[src/rtl/puf_pkg.sv]
// -----------------------------------------------------------------------------
// puf_pkg
// Shared definitions for the PUF response collector:
//   - state_e      : collector FSM states (IDLE, RUN, GAP, OUT)
//   - vote_width() : width of a per-bit vote counter able to hold 0..n_eval
//   - n_eval_ok()  : legality check for the evaluation count (odd, 1..15)
// -----------------------------------------------------------------------------
package puf_pkg;

  typedef enum logic [1:0] {
    IDLE = 2'd0,
    RUN  = 2'd1,
    GAP  = 2'd2,
    OUT  = 2'd3
  } state_e;

  // A counter that must reach n_eval needs clog2(n_eval+1) bits.
  function automatic int vote_width(input int n_eval);
    return $clog2(n_eval + 1);
  endfunction

  // Majority voting needs an odd count so a tie can never occur.
  function automatic bit n_eval_ok(input int n_eval);
    return ((n_eval % 2) == 1) && (n_eval >= 1) && (n_eval <= 15);
  endfunction

endpackage

[src/rtl/puf_sync2.sv]
// -----------------------------------------------------------------------------
// puf_sync2
// Two-flop synchronizer bringing puf_top-domain signals into the system clock
// domain. Width is parameterized so it can be reused for other crossings.
// Ports:
//   clk   : destination (system) clock
//   rst_n : asynchronous active-low reset, clears both stages
//   d     : asynchronous input
//   q     : synchronized output (two clk cycles of latency)
// -----------------------------------------------------------------------------
module puf_sync2 #(
  parameter int W = 1
) (
  input  logic         clk,
  input  logic         rst_n,
  input  logic [W-1:0] d,
  output logic [W-1:0] q
);

  logic [W-1:0] meta_r;

  // Two back-to-back stages; the first may go metastable, the second settles it.
  always_ff @(posedge clk or negedge rst_n) begin
    if (!rst_n) begin
      meta_r <= '0;
      q      <= '0;
    end else begin
      meta_r <= d;
      q      <= meta_r;
    end
  end

endmodule

[src/rtl/puf_resp_collector.sv]
// -----------------------------------------------------------------------------
// puf_resp_collector
// Drives puf_top through N_EVAL evaluations, accumulates per-bit "1" votes from
// each captured count set, and presents the bitwise majority as a stable
// response on a valid/ready interface.
// Ports:
//   clk, rst_n        : system clock, asynchronous active-low reset
//   i_start           : request one response (sampled only in IDLE)
//   o_busy            : high whenever the FSM is not IDLE
//   o_puf_en          : enable to puf_top
//   i_puf_valid       : puf_top result valid (asynchronous to clk)
//   i_puf_count_set   : puf_top result, stable while i_puf_valid is high
//   o_resp_valid      : majority-voted response available
//   i_resp_ready      : consumer accepts the response
//   o_resp            : majority-voted response
//   o_err             : sticky timeout flag, cleared by the next accepted start
// -----------------------------------------------------------------------------
module puf_resp_collector
  import puf_pkg::*;
#(
  parameter int CNT_SET = 32,
  parameter int N_EVAL  = 5,
  parameter int TIMEOUT = 1024,
  parameter int VW      = vote_width(N_EVAL)
) (
  input  logic               clk,
  input  logic               rst_n,
  input  logic               i_start,
  output logic               o_busy,
  output logic               o_puf_en,
  input  logic               i_puf_valid,
  input  logic [CNT_SET-1:0] i_puf_count_set,
  output logic               o_resp_valid,
  input  logic               i_resp_ready,
  output logic [CNT_SET-1:0] o_resp,
  output logic               o_err
);

  if (!n_eval_ok(N_EVAL)) begin : g_bad_n_eval
    $error("puf_resp_collector: N_EVAL must be odd and within 1..15");
  end
  if (TIMEOUT < 2) begin : g_bad_timeout
    $error("puf_resp_collector: TIMEOUT must be at least 2");
  end

  localparam int            TW       = $clog2(TIMEOUT);
  localparam logic [TW-1:0] TMO_LAST = TW'(TIMEOUT - 1);
  localparam logic [VW-1:0] EVAL_ALL = VW'(N_EVAL);
  localparam logic [VW-1:0] HALF     = VW'(N_EVAL / 2);

  state_e             state_r;
  logic               v_sync_s;
  logic               v_dly_r;
  logic               rise_s;
  logic [VW-1:0]      vote_r [CNT_SET];
  logic [VW-1:0]      eval_cnt_r;
  logic [TW-1:0]      tmo_r;
  logic [CNT_SET-1:0] maj_s;

  puf_sync2 #(.W(1)) u_valid_sync (
    .clk   (clk),
    .rst_n (rst_n),
    .d     (i_puf_valid),
    .q     (v_sync_s)
  );

  // Edge register: one cycle of history on the synchronized valid.
  always_ff @(posedge clk or negedge rst_n) begin
    if (!rst_n) begin
      v_dly_r <= 1'b0;
    end else begin
      v_dly_r <= v_sync_s;
    end
  end

  // The count set is only sampled on this rise, by which point it has been
  // stable for two clk cycles and is safe to capture without a synchronizer.
  assign rise_s = v_sync_s & ~v_dly_r;

  // Bitwise majority: strictly more than half of the evaluations voted 1.
  always_comb begin
    maj_s = '0;
    for (int i = 0; i < CNT_SET; i++) begin
      maj_s[i] = (vote_r[i] > HALF);
    end
  end

  // Collector FSM with its counters and all registered outputs.
  always_ff @(posedge clk or negedge rst_n) begin
    if (!rst_n) begin
      state_r      <= IDLE;
      o_busy       <= 1'b0;
      o_puf_en     <= 1'b0;
      o_resp_valid <= 1'b0;
      o_resp       <= '0;
      o_err        <= 1'b0;
      eval_cnt_r   <= '0;
      tmo_r        <= '0;
      for (int i = 0; i < CNT_SET; i++) begin
        vote_r[i] <= '0;
      end
    end else begin
      case (state_r)
        IDLE: begin
          if (i_start) begin
            state_r    <= RUN;
            o_busy     <= 1'b1;
            o_puf_en   <= 1'b1;
            o_err      <= 1'b0;
            eval_cnt_r <= '0;
            tmo_r      <= '0;
            for (int i = 0; i < CNT_SET; i++) begin
              vote_r[i] <= '0;
            end
          end else begin
            state_r <= IDLE;
          end
        end

        RUN: begin
          // A rise wins over a simultaneous timeout.
          if (rise_s) begin
            for (int i = 0; i < CNT_SET; i++) begin
              vote_r[i] <= vote_r[i] + VW'(i_puf_count_set[i]);
            end
            eval_cnt_r <= eval_cnt_r + VW'(1'b1);
            tmo_r      <= '0;
            o_puf_en   <= 1'b0;
            state_r    <= GAP;
          end else if (tmo_r == TMO_LAST) begin
            o_err    <= 1'b1;
            o_puf_en <= 1'b0;
            o_busy   <= 1'b0;
            tmo_r    <= '0;
            state_r  <= IDLE;
          end else begin
            tmo_r <= tmo_r + TW'(1'b1);
          end
        end

        GAP: begin
          // Hold off the next enable until puf_top has dropped its valid, so
          // the next rise really belongs to a fresh evaluation.
          if (!v_sync_s) begin
            tmo_r <= '0;
            if (eval_cnt_r == EVAL_ALL) begin
              o_resp       <= maj_s;
              o_resp_valid <= 1'b1;
              state_r      <= OUT;
            end else begin
              o_puf_en <= 1'b1;
              state_r  <= RUN;
            end
          end else if (tmo_r == TMO_LAST) begin
            o_err   <= 1'b1;
            o_busy  <= 1'b0;
            tmo_r   <= '0;
            state_r <= IDLE;
          end else begin
            tmo_r <= tmo_r + TW'(1'b1);
          end
        end

        OUT: begin
          // o_resp deliberately keeps its value after the handshake.
          if (i_resp_ready) begin
            o_resp_valid <= 1'b0;
            o_busy       <= 1'b0;
            state_r      <= IDLE;
          end else begin
            state_r <= OUT;
          end
        end

        default: begin
          state_r      <= IDLE;
          o_busy       <= 1'b0;
          o_puf_en     <= 1'b0;
          o_resp_valid <= 1'b0;
        end
      endcase
    end
  end

endmodule

[config.mk]
export PLATFORM = sky130hd
export DESIGN_NAME = puf_resp_collector
export DESIGN_NICKNAME = d
export VERILOG_FILES = /design/src/rtl/puf_pkg.sv /design/src/rtl/puf_sync2.sv /design/src/rtl/puf_resp_collector.sv
export SDC_FILE = /design/constraint.sdc
export NUM_CORES = 1
export LEC_CHECK = 0
export CAP_MARGIN = 10
export CORE_AREA = 10 10 156 158
export DETAILED_ROUTE_END_ITERATION = 12
export DIE_AREA = 0 0 166 168
export PLACE_DENSITY_LB_ADDON = 0.15
export SLEW_MARGIN = 40
export SYNTH_ARGS = -nofsm -noshare
export SYNTH_HDL_FRONTEND = slang
export SYNTH_SLANG_ARGS = --single-unit
[constraint.sdc]
create_clock -name clk -period 5.43 [get_ports clk]
set_input_delay 0.8145 -clock clk [delete_from_list [all_inputs] [get_ports clk]]
set_output_delay 0.8145 -clock clk [all_outputs]
set_load 0.005 [all_outputs]
==> impl_results.md <==
- Worst setup EP type: register
- I/O pins: 73
- Worst reg2reg path depth: 6
- Floorplan Core Area: 21400 sq um
- Fill cells: 2034
- HP Class: input pin to asynchronous set/reset pin
- Net count of the mapped netlist: 716
- Average wire length per cell after detail routing: 17.6 um
- Global-route wire length before repair: 27.9 mm
- Startpoint type of the worst setup path: register
- Number of optimization iterations in the first detailed-route pass: 4
- LEAKAGE: 4.13 nW
- Register clock-pin slew on the reported worst setup and hold paths: 70 ps
- Num Clock Sinks: 150
- Clock H-tree levels: 4
- Sequential cell area: 3750 sq um
- WS Path Type: register to register
- Post-cts gate resize count: 0
- Final Routed Wirelength: 16.9 mm
- Share of the clock period used by the worst path: 46.3%
- CTS tree: yes
- Number of rows in the core area: 54
- Number of instances in the placed design: 927
- Antenna Nets Post-Route: 0
- Count of final hold-check violations: 0
- Largest voltage drop on the vdd net: 0.179 mV
- Cell types with the highest counts after synthesis: dfrtp_1, ha_1, a22o_1, nand2_1, nor2_1
- Critical path required time: 5780 ps
- Combined area of the multi-input logic cells: 3150 sq um
- Global routing usage summed across all routing layers: 12.3%
- Mapped Cells: 607
- # port buffers: 72
- Final HPWL DP: 10.6 mm
- Unrepaired setup endpoints after global routing: false
- Biggest fanout along the worst timing path: 44
- Post-synth cell types: 40
- Total negative setup slack: 0 ps
- Final setup vio count: 0
- Most frequently used cell type in the post-synthesis netlist: dfrtp_1
- Worst slew pin tran: 751 ps
- Count of flip-flops with a built-in enable after synthesis: 0
- Async SR Flop Fraction: 100%
- Chip width: 166 um
- Fin. max-slew vios: 0
- Part of the Yosys area used for sequential elements: 53.2%
- Area of the die: 27900 sq um
- Initial core utilization: 32.9%
- N_diodes: 0
- Net total in the final layout: 776
- Clock latency on the worst-skew pair: 430 ps
- Number of antenna violations at the first check in global routing: 0
- Routed vias: 4857
- Clock Tree Buf Depth: 2
- Status: completed
- Layout cell share with drive strength beyond 1: 7.35%
- Max-cap violation count: 0
- Aggregate global routing overflow: 0
- Dominant cells by area after synthesis: dfrtp_1, ha_1, a22o_1
- Die Height: 168 um
- Most frequently used flop master after synthesis: dfrtp_1
- Post-route minimum period: 2520 ps
- Area share of the largest cell type after synthesis: 53.2%
- Routability-driven placement congestion ratio: 0.726
- FF+latch count, synth: 150
- DRC Markers: 0
- Yosys warns: 0
- Synth Area per Inst: 11.6 sq um
- Cell at the root of the clock tree: clkbuf_16
- Non-filler cells in the finished layout: 960
- Headroom to the max-slew limit: 49.9%
- Post-synthesis cell area: 7050 sq um
- Via count of the first global-routing pass: 5179
- Fmax achieved: 397 MHz
- Setup Buffers After CTS: 0
- Min Hold Slack: 258 ps
- Pin count of the biggest net entering global routing: 110
- Layout overhead on the synthesized area: 24.1%
- Number of DRC violations after detailed-routing iteration 0: 275
- Number of buffers added by the clock tree synthesis step: 17
- Data arrival time at the worst-slack endpoint: 2870 ps
- Number of hold-repair buffers added at the cts stage: 0
- Vias per cell: 5.06
- Synth area leader: dfrtp_1
- Fin Clk Skew: 11.9 ps
- Final core utilization: 40.8%
- Total power density per cell area: 417 nW/um^2
-- flip-flops by register name, indices dropped and copies added (netlist names) --
name,cells
o_resp,32
u_valid_sync.meta_r,1
v_dly_r,1
o_puf_en,1
o_busy,1
state_r,2
vote_r,96
o_err,1
eval_cnt_r,3
o_resp_valid,1
tmo_r,10
u_valid_sync.q,1
-- path summary, 6_finish.rpt --
| path | startpoint | endpoint | slack, ps |
|---|---|---|---|
| worst max-delay path | state_r[1]$_DFF_PN0_ | vote_r[28]$_DFFE_PN0P_ | 2910 |
| worst min-delay path | rst_n | vote_r[36]$_DFFE_PN0P_ | 260 |
| worst max register to register | state_r[1]$_DFF_PN0_ | vote_r[28]$_DFFE_PN0P_ | 2910 |
| worst min register to register | u_valid_sync.meta_r$_DFF_PN0_ | u_valid_sync.q$_DFF_PN0_ | 370 |
| max in group asynchronous | rst_n | vote_r[14]$_DFFE_PN0P_ | 3960 |
| min in group clk | u_valid_sync.meta_r$_DFF_PN0_ | u_valid_sync.q$_DFF_PN0_ | 370 |
-- layout by cell type, fill, tap and decap left out, drive strengths merged, types with 2 or more instances in the layout --
cell type / count
a21o: 2
a21oi: 38
a22o: 64
and3: 2
buf: 8
bufinv: 4
clkbuf: 20
clkdlybuf4s50: 71
clkinv: 4
dfrtp: 150
ha: 72
inv: 8
mux2i: 2
nand2: 44
nand2b: 5
nand3: 7
nand4: 2
nand4b: 2
nor2: 42
nor2b: 3
nor4: 2
nor4b: 2
o211ai: 34
o21ai: 38
or3: 2
xnor2: 4
xor2: 34
-- critical path, stage by stage (launching register included) --
cell	delay (ps)
dfrtp_1	390
inv_1	130
ha_1	360
nand3b_1	230
nor2_4	520
buf_4	560
a22o_1	230
-- per-stage QoR --
step	setup slack (ps)	cell area, sq um	power (mW)
2_1_floorplan	3540	7050	2.03
4_1_cts	2730	8720	3.70
5_1_grt	2750	8750	3.87
3_5_place_dp	2290	8070	2.39
6_report	2910	8750	3.65
3_3_place_gp	2300	8010	2.28
-- final cells by class --
class	count	share of cell area [%]
Multi-Input combinational cell	414	36.0
Clock buffer	20	5.22
Tap cell	280	4.01
Inverter	5	0.215
Sequential cell	150	42.9
Clock inverter	12	2.19
Timing Repair Buffer	79	9.44
-- kinds of logic (layout without fill, tap and decap cells) --
kind of cell               after synthesis  count (layout)  share of synthesized area (%)
AOI/OAI and AO/OA                      183             183                           18.3
xor gates and xnor gates                38              38                           4.72
adders and majority gates               72              72                           12.8
buffers and inverters                   43             116                           2.68
DFF                                    150             150                           53.2
muxes                                    3               3                          0.444
and+or+nand+nor                        118             118                           7.83
-- routing by layer --
metal  global-route usage, %  share of wire (%)
met3                    3.80                4.3
met1                    15.6                 47
met2                    20.0                 48
met4                    3.51                1.0
met5                       0                  0
-- where the power goes --
group          internal (mW)  switching [mW]  leakage (nW)  total (mW)
Sequential              1.29           0.145          2.05        1.43
Clock                  0.803           0.491         0.313        1.29
Combinational          0.368           0.557          1.77       0.924
(Power assumes the default switching activity.)
